**src/rtl/dp_pkg.sv**
```systemverilog
// Shared types and constants for the dedicated datapath.
// Holds the ALU opcode encoding, register-file geometry and the
// write-back mux select value that picks the constant source.
package dp_pkg;

    localparam int unsigned REG_CNT = 8;
    localparam int unsigned ADDR_W  = 3;

    // Write-back mux select value that chooses the constant 1 over the ALU.
    localparam logic RF_SRC_CONST = 1'b1;

    // Opcodes 110 and 111 are unassigned and produce a zero result.
    typedef enum logic [2:0] {
        ADD = 3'b000,
        SUB = 3'b001,
        AND = 3'b010,
        OR  = 3'b011,
        XOR = 3'b100,
        NOT = 3'b101
    } alu_op_e;

endpackage

```
**src/rtl/register_file.sv**
```systemverilog
// 8-entry register file: two combinational read ports, one write port.
// R0 is hardwired to zero and ignores writes. There is no write-to-read
// bypass, so a register written on an edge is visible after that edge.
// Ports:
//   clk, reset       clock and synchronous active-high reset
//   raddr1/rdata1    read port 1
//   raddr2/rdata2    read port 2
//   we/waddr/wdata   write port, applied on the rising edge
module register_file
    import dp_pkg::*;
#(
    parameter int unsigned DATA_W = 8
) (
    input  logic              clk,
    input  logic              reset,
    input  logic [ADDR_W-1:0] raddr1,
    input  logic [ADDR_W-1:0] raddr2,
    output logic [DATA_W-1:0] rdata1,
    output logic [DATA_W-1:0] rdata2,
    input  logic              we,
    input  logic [ADDR_W-1:0] waddr,
    input  logic [DATA_W-1:0] wdata
);

    logic [DATA_W-1:0] regs [REG_CNT];

    // Storage update; reset wins over any write in the same cycle.
    always_ff @(posedge clk) begin
        if (reset) begin
            for (int i = 0; i < int'(REG_CNT); i++) begin
                regs[i] <= '0;
            end
        end else if (we && (waddr != '0)) begin
            regs[waddr] <= wdata;
        end
    end

    // Explicit zero for R0 so its reads never depend on storage contents.
    always_comb begin
        rdata1 = (raddr1 == '0) ? '0 : regs[raddr1];
        rdata2 = (raddr2 == '0) ? '0 : regs[raddr2];
    end

endmodule

```
**src/rtl/dedicated_datapath.sv**
```systemverilog
// Datapath driven by the cumulative-adder control FSM's control word.
// Register file feeding an ALU, a write-back mux (ALU result or
// constant 1), a registered output buffer with a capture counter, and
// the aBTb comparator flag that is returned to the FSM.
// Ports:
//   clk, reset          clock and synchronous active-high reset
//   RFSrcMuxSel         write-back source (1 = constant 1, 0 = ALU)
//   readAddr1/2         register read addresses (ALU operands A/B)
//   writeAddr, writeEn  register write address and enable
//   outBuf              capture read port 1 into outPort
//   aluOP               ALU opcode
//   aBTb                combinational rdata1 > rdata2 (unsigned)
//   outPort             registered captured value
//   outValid            one-cycle pulse after each capture
//   outCount            saturating capture count since reset
module dedicated_datapath
    import dp_pkg::*;
#(
    parameter int unsigned DATA_W = 8,
    parameter int unsigned CNT_W  = 8
) (
    input  logic              clk,
    input  logic              reset,
    input  logic              RFSrcMuxSel,
    input  logic [ADDR_W-1:0] readAddr1,
    input  logic [ADDR_W-1:0] readAddr2,
    input  logic [ADDR_W-1:0] writeAddr,
    input  logic              writeEn,
    input  logic              outBuf,
    input  logic [2:0]        aluOP,
    output logic              aBTb,
    output logic [DATA_W-1:0] outPort,
    output logic              outValid,
    output logic [CNT_W-1:0]  outCount
);

    logic [DATA_W-1:0] rdata1;
    logic [DATA_W-1:0] rdata2;
    logic [DATA_W-1:0] alu_result;
    logic [DATA_W-1:0] wdata;

    register_file #(
        .DATA_W (DATA_W)
    ) u_rf (
        .clk    (clk),
        .reset  (reset),
        .raddr1 (readAddr1),
        .raddr2 (readAddr2),
        .rdata1 (rdata1),
        .rdata2 (rdata2),
        .we     (writeEn),
        .waddr  (writeAddr),
        .wdata  (wdata)
    );

    // ALU; all results wrap modulo 2^DATA_W, unassigned opcodes give 0.
    always_comb begin
        alu_result = '0;
        case (aluOP)
            ADD:     alu_result = rdata1 + rdata2;
            SUB:     alu_result = rdata1 - rdata2;
            AND:     alu_result = rdata1 & rdata2;
            OR:      alu_result = rdata1 | rdata2;
            XOR:     alu_result = rdata1 ^ rdata2;
            NOT:     alu_result = ~rdata1;
            default: alu_result = '0;
        endcase
    end

    // Write-back source select.
    assign wdata = (RFSrcMuxSel == RF_SRC_CONST) ? DATA_W'(1) : alu_result;

    // Comparator flag back to the FSM; R0 vs R0 is naturally 0.
    assign aBTb = (rdata1 > rdata2);

    // Output buffer captures the pre-write read-port value.
    always_ff @(posedge clk) begin
        if (reset) begin
            outPort  <= '0;
            outValid <= 1'b0;
            outCount <= '0;
        end else if (outBuf) begin
            outPort  <= rdata1;
            outValid <= 1'b1;
            if (outCount != '1) begin
                outCount <= outCount + CNT_W'(1);
            end
        end else begin
            outValid <= 1'b0;
        end
    end

endmodule

```
**config.mk**
```make
export PLATFORM = sky130hd
export DESIGN_NAME = dedicated_datapath
export DESIGN_NICKNAME = d
export VERILOG_FILES = /design/src/rtl/dp_pkg.sv /design/src/rtl/register_file.sv /design/src/rtl/dedicated_datapath.sv
export SDC_FILE = /design/constraint.sdc
export NUM_CORES = 1
export LEC_CHECK = 0
export BUFFER_PORTS_ARGS = -buffer_cell sky130_fd_sc_hd__buf_4
export CORE_MARGIN = 2
export CORE_UTILIZATION = 40
export DETAILED_ROUTE_END_ITERATION = 6
export GPL_TIMING_DRIVEN = 0
export MAX_ROUTING_LAYER = met4
export PLACE_DENSITY_LB_ADDON = 0.12
export SLEW_MARGIN = 25
export SYNTH_ARGS = -nofsm -noshare
export SYNTH_HDL_FRONTEND = slang
export SYNTH_SLANG_ARGS = --single-unit
```
**constraint.sdc**
```tcl
create_clock -name clk -period 7.7 [get_ports clk]
set_input_delay 1.54 -clock clk [delete_from_list [all_inputs] [get_ports clk]]
set_output_delay 1.54 -clock clk [all_outputs]
set_load 0.02 [all_outputs]
```
## After elaboration in Yosys (flattened, before gate mapping)

Memory sizes are Yosys's and may differ from the RTL's.
Index checks and enable logic that the tools add are counted.
Widths: inputs -> output; s select.

| operators by class | value |
|---|---|
| add/subtract/negate cells | 3 |
| magnitude comparators | 1 |
| eq/ne operators | 6 |
| mux-type cells | 13 |
| bitwise logic cells | 4 |
| reductions and logical operators | 7 |

Operators by type and width:

| kind | count |
|---|---|
| $pmux 8 s6 | 1 |
| $mux 8 | 4 |
| $logic_not 3->1 | 3 |
| $add 8x1->8 const B | 1 |
| $add 8x8->8 | 1 |
| $and 8x8->8 | 1 |
| $gt 8x8->1 | 1 |
| $ne 8x8->1 const B | 1 |
| $not 8->8 | 1 |
| $or 8x8->8 | 1 |
| $reduce_or 8->1 | 1 |
| $sub 8x8->8 | 1 |
| $xor 8x8->8 | 1 |
| $mux 1 | 7 |
| $eq 3x2->1 const B | 2 |
| $eq 3x3->1 const B | 2 |
| $eq 3x1->1 const B | 1 |
| $mux 3 | 1 |
| $reduce_bool 3->1 | 1 |
| $reduce_and 2->1 | 1 |
| $logic_and 1x1->1 | 1 |

| word-level totals | value |
|---|---|
| bits in registers | 17 |
| memory bits (writable) | 64 |
| output and inout port bits | 18 |
| logic and storage cells | 38 |
| memories | 1 |

Memories:

| name | depth | width | read ports | clocked after memory_dff | wr ports | RTL line | text |
|---|---|---|---|---|---|---|---|
| u_rf.regs | 8 | 8 | 2 | 0 | 8 | register_file.sv:25 | `logic [DATA_W-1:0] regs [REG_CNT];` |

## Depth between registers and ports, before layout

| depth | value |
|---|---|
| word-level depth | 7 |
| gate-level depth with buffers | 16 |

## By module

From an unflattened synthesis, not the netlist that was laid out.

| unflattened totals | value |
|---|---|
| cells, all modules | 494 |
| area total of the unflattened synthesis | 5295.1 um^2 |

By module, submodules not included:

| module | times used | cells an instance | area an instance (um^2) |
|---|---|---|---|
| register_file | 1 | 244 | 3288.2 |
| dedicated_datapath | 1 | 250 | 2006.9 |

## Least setup slack after synthesis

OpenSTA, ideal clock, no wires.

| timing path | value |
|---|---|
| kind | input -> output |
| start point | input port readAddr2[1] |
| end point | output port aBTb |
| arrival | 4.292 ns |
| setup slack | 1.868 ns |
| stages on the path | 12 |
| buffers on the path | 3 |
| cells stage by stage | clkbuf_1 clkbuf_1 a21oi_1 a221o_1 ha_1 clkbuf_1 nand2b_1 a21o_1 a21oi_1 o21a_1 o21ai_0 a21oi_1 |

| between the ends | value |
|---|---|
| longest elaborated chain between the ends | 3 |
| elaborated cells between the ends (all ways) | 4 |
| those cells by class | order compare (1); mux (1); reduce/logical (1); memory (1) |

Ends and longest elaborated chain:

| element | RTL line | text |
|---|---|---|
| start: declaration | dedicated_datapath.sv:26 | `input logic [ADDR_W-1:0] readAddr2,` |
| $mem_v2 8x8 or $logic_not 3->1 (tied branches) | - |  |
| $mux 8 * | register_file.sv:41 | `rdata2 = (raddr2 == '0) ? '0 : regs[raddr2];` |
| $gt 8x8->1 * | dedicated_datapath.sv:74 | `assign aBTb = (rdata1 > rdata2);` |
| end: declaration | dedicated_datapath.sv:31 | `output logic aBTb,` |

Mark *: on every way between the ends. The rest lies on a longest branch, timed or not.

## Final worst setup path

Same ends and word-level chain as after synthesis.

==> impl_metrics.csv <==
group,metric,value,unit
power,p_clk_share,36.3,%
logic_synthesis,synth-edff-count,63,
final_layout,layout_common_cells,"nor2_1 (63), edfxtp_1 (63), inv_1 (30), buf_4 (30), nand2_1 (29)",
logic_synthesis,syn_area,5260,um2
power,p_total,1.19,mW
global_route,grt_max_degree,16,
clock_network,tritoncts,"yes",
clock_network,htreeDepth,3,
setup_path,r2r-start,"u_rf.regs[3][2]",
timing,slew_violations,0,
global_route,grt-ovfl-total,0,
global_route,grt_util_all_layers,22.2,%
place,pre_cts_ws,999,ps
floorplan,die_area,14100,um2
place,dpl.hpwl,11.5,mm
clock_network,clkLatencyLatePin,340,ps
setup_path,rr_worst_depth,12,
logic_synthesis,ys.flop_type,"edfxtp_1",
timing,fin_crit,6780,ps
hold_path,min_path_cells,2,
timing,tightest_slew,1040,ps
power,p_int,838,uW
power,pwr-share-seq,41.6,%
logic_synthesis,yosysWarnings,0,
final_layout,drive_above_1_share,15.8,%
clock_network,clockBufferDepth,2,
setup_path,worst-setup-path-type,"input pin to output pin",
setup_path,startpoint,"readAddr2[1]",
job,maxCapViolations,0,
timing,hold_viol,0,
setup_path,ff2ff_setup_slack,3360,ps
timing,period_share,88.1,%
run_status,status,"completed",
clock_network,clock_sinks,80,
power,power.share.switching,29.9,%
detailed_routing,firstDrtPassIters,7,
setup_path,cp-end-kind,"output pin",
logic_synthesis,ys_seq_elements,80,
global_route,grt_pass1_vias,3996,
power,comb_power_share,22.1,%
place,gp_congestion,0.901,
setup_path,cp_max_fo,10,
detailed_routing,viasPerCell,5.72,
timing,max_freq,147,MHz
detailed_routing,vias,4202,
final_layout,n_antenna_cell,0,
place,portBuffers,29,
detailed_routing,routed_wl,15.0,mm
setup_path,r2r-end,"u_rf.regs[5][7]",
timing,fin_hold_ws,498,ps
hold_path,hp-class,"flip-flop to flip-flop",
timing,tns,0,ps
detailed_routing,ant_nets,0,
clock_network,clk_pin_slew,70,ps
floorplan,ios,35,
final_layout,area_growth_syn_to_layout,14.9,%
floorplan,chipWidth,119,um
timing,rsz0062_at_grt,"false",
timing,worst_clock_skew,10.1,ps
logic_synthesis,netlist-cell-type-count,64,
floorplan,die_y,119,um
timing,fin_ws,920,ps
setup_path,cp.arrival,5240,ps
final_layout,fill_cells,1249,
clock_network,numCtsBuffers,9,
power,ir_drop,0.154,mV
logic_synthesis,async_reset_ff_share,0,%
setup_path,required,6160,ps
global_route,antenna_found_initial,0,
clock_network,cts_setup_buffers,0,
floorplan,core,12700,um2
clock_network,cts_resized,0,
floorplan,rows,41,
timing,slew_headroom,30.1,%
power,p_leak,2.31,nW
power,p_switching,357,uW
global_route,grt_pass1_wl,23.2,mm
setup_path,start_kind,"input pin",
final_layout,nets,601,
clock_network,cts_root_buffer,"clkbuf_16",
final_layout,post-route-util,47.5,%
power,powerDensity,198,nW/um2
timing,setup_violations,0,
logic_synthesis,seq_area_frac_synth,42.4,%
setup_path,critPathCapture,"aBTb",
clock_network,holdBufCountCts,0,
logic_synthesis,netlist_instances,508,
logic_synthesis,synth.avg_cell_area,10.4,um2
detailed_routing,drc_errors,0,
floorplan,start_util,41.3,%
detailed_routing,avgRoutedWirePerCell,20.4,um
detailed_routing,drt_iter0_drc,384,
synth_stat cells (6+ instances only):
cell	number	share of area, %
a31oi_1	8	0.95
o21a_1	7	1.0
nor3_1	22	2.1
ha_1	25	5.9
a22oi_1	8	1.1
o21ai_0	27	2.6
clkbuf_1	21	1.5
nand2_1	29	2.1
mux4_2	17	7.3
a21oi_1	14	1.3
a221o_1	6	1.1
inv_1	30	2.1
edfxtp_1	63	36
a211oi_1	17	2.4
dfxtp_1	17	6.5
mux2_2	7	1.5
nor2b_1	19	2.3
nor2_1	63	4.5
nand2b_1	11	1.3
mux2i_1	21	4.0
registers in the layout, indices dropped and copies added, names as in the netlist:
signal / cells
outValid: 1
u_rf.regs: 63
outPort: 8
outCount: 8
kinds of logic (layout without fill, tap and decap cells):
kind of cell               Yosys count  in the layout  share of synthesized area [%]
adders and majority gates           27             27                           6.71
AOI/OAI and AO/OA                  116            116                           16.1
muxes                               46             46                           13.1
xor gates and xnor gates             8              8                           1.33
DFF                                 80             80                           42.4
and+or+nand+nor                    170            170                           15.6
other                                1              7                         0.0713
buffers and inverters               60            108                           4.66
per-stage QoR:
step	cells	area, um2
3_3_place_gp	715	5720
2_1_floorplan	514	5280
3_5_place_dp	718	5740
6_report	734	6050
4_1_cts	734	6050
5_1_grt	734	6050
area by class of cell:
type                       instances  area (um2)  share of cell area (%)
multi-input combinational        374        2810                    46.5
sequential                        80        2230                    36.9
timing repair buffer              32         240                    3.97
clock buffer                       9         225                    3.73
tap                              172         215                    3.56
buffer                            30         133                    2.19
inverter                          30         113                    1.86
clock inverter                     7        77.6                    1.28
worst max-delay path: stages:
cell and delay [ps]:
clkbuf_1 390, clkbuf_1 620, a21oi_1 350, a221oi_1 600
ha_1 300, inv_1 70, fa_1 400, nand2b_1 120
a21o_1 150, a21oi_1 70, o21a_1 200, o21ai_0 170
a21oi_1 100, buf_4 160
layer usage:
metal	GRT usage [%]	share of wire (%)	vias up
met3	4.25	6.1	27
met5	-	0	-
met2	33.3	45	161
li1	-	-	1969
met4	8.04	3.0	0
met1	30.1	46	2045
worst min-delay path by stage:
stage	from	endpoint	slack, ps
5_1_grt	outPort[1]	outPort[1]	530
3_3_place_gp	outPort[5]	outPort[5]	480
2_1_floorplan	outPort[0]	outPort[0]	580
6_report	outPort[5]	outPort[5]	500
3_5_place_dp	outPort[3]	outPort[3]	490
4_1_cts	outPort[3]	outPort[3]	500
power by group through the flow:
stage,sequential (mW),combinational [mW],clock (mW)
finish,0.497,0.264,0.434
global route,0.499,0.288,0.455
CTS,0.497,0.261,0.438
detailed placement,0.506,0.260,0
global placement,0.506,0.253,0
floorplan,0.506,0.176,0
No activity file was read; power rests on OpenSTA's default activity.
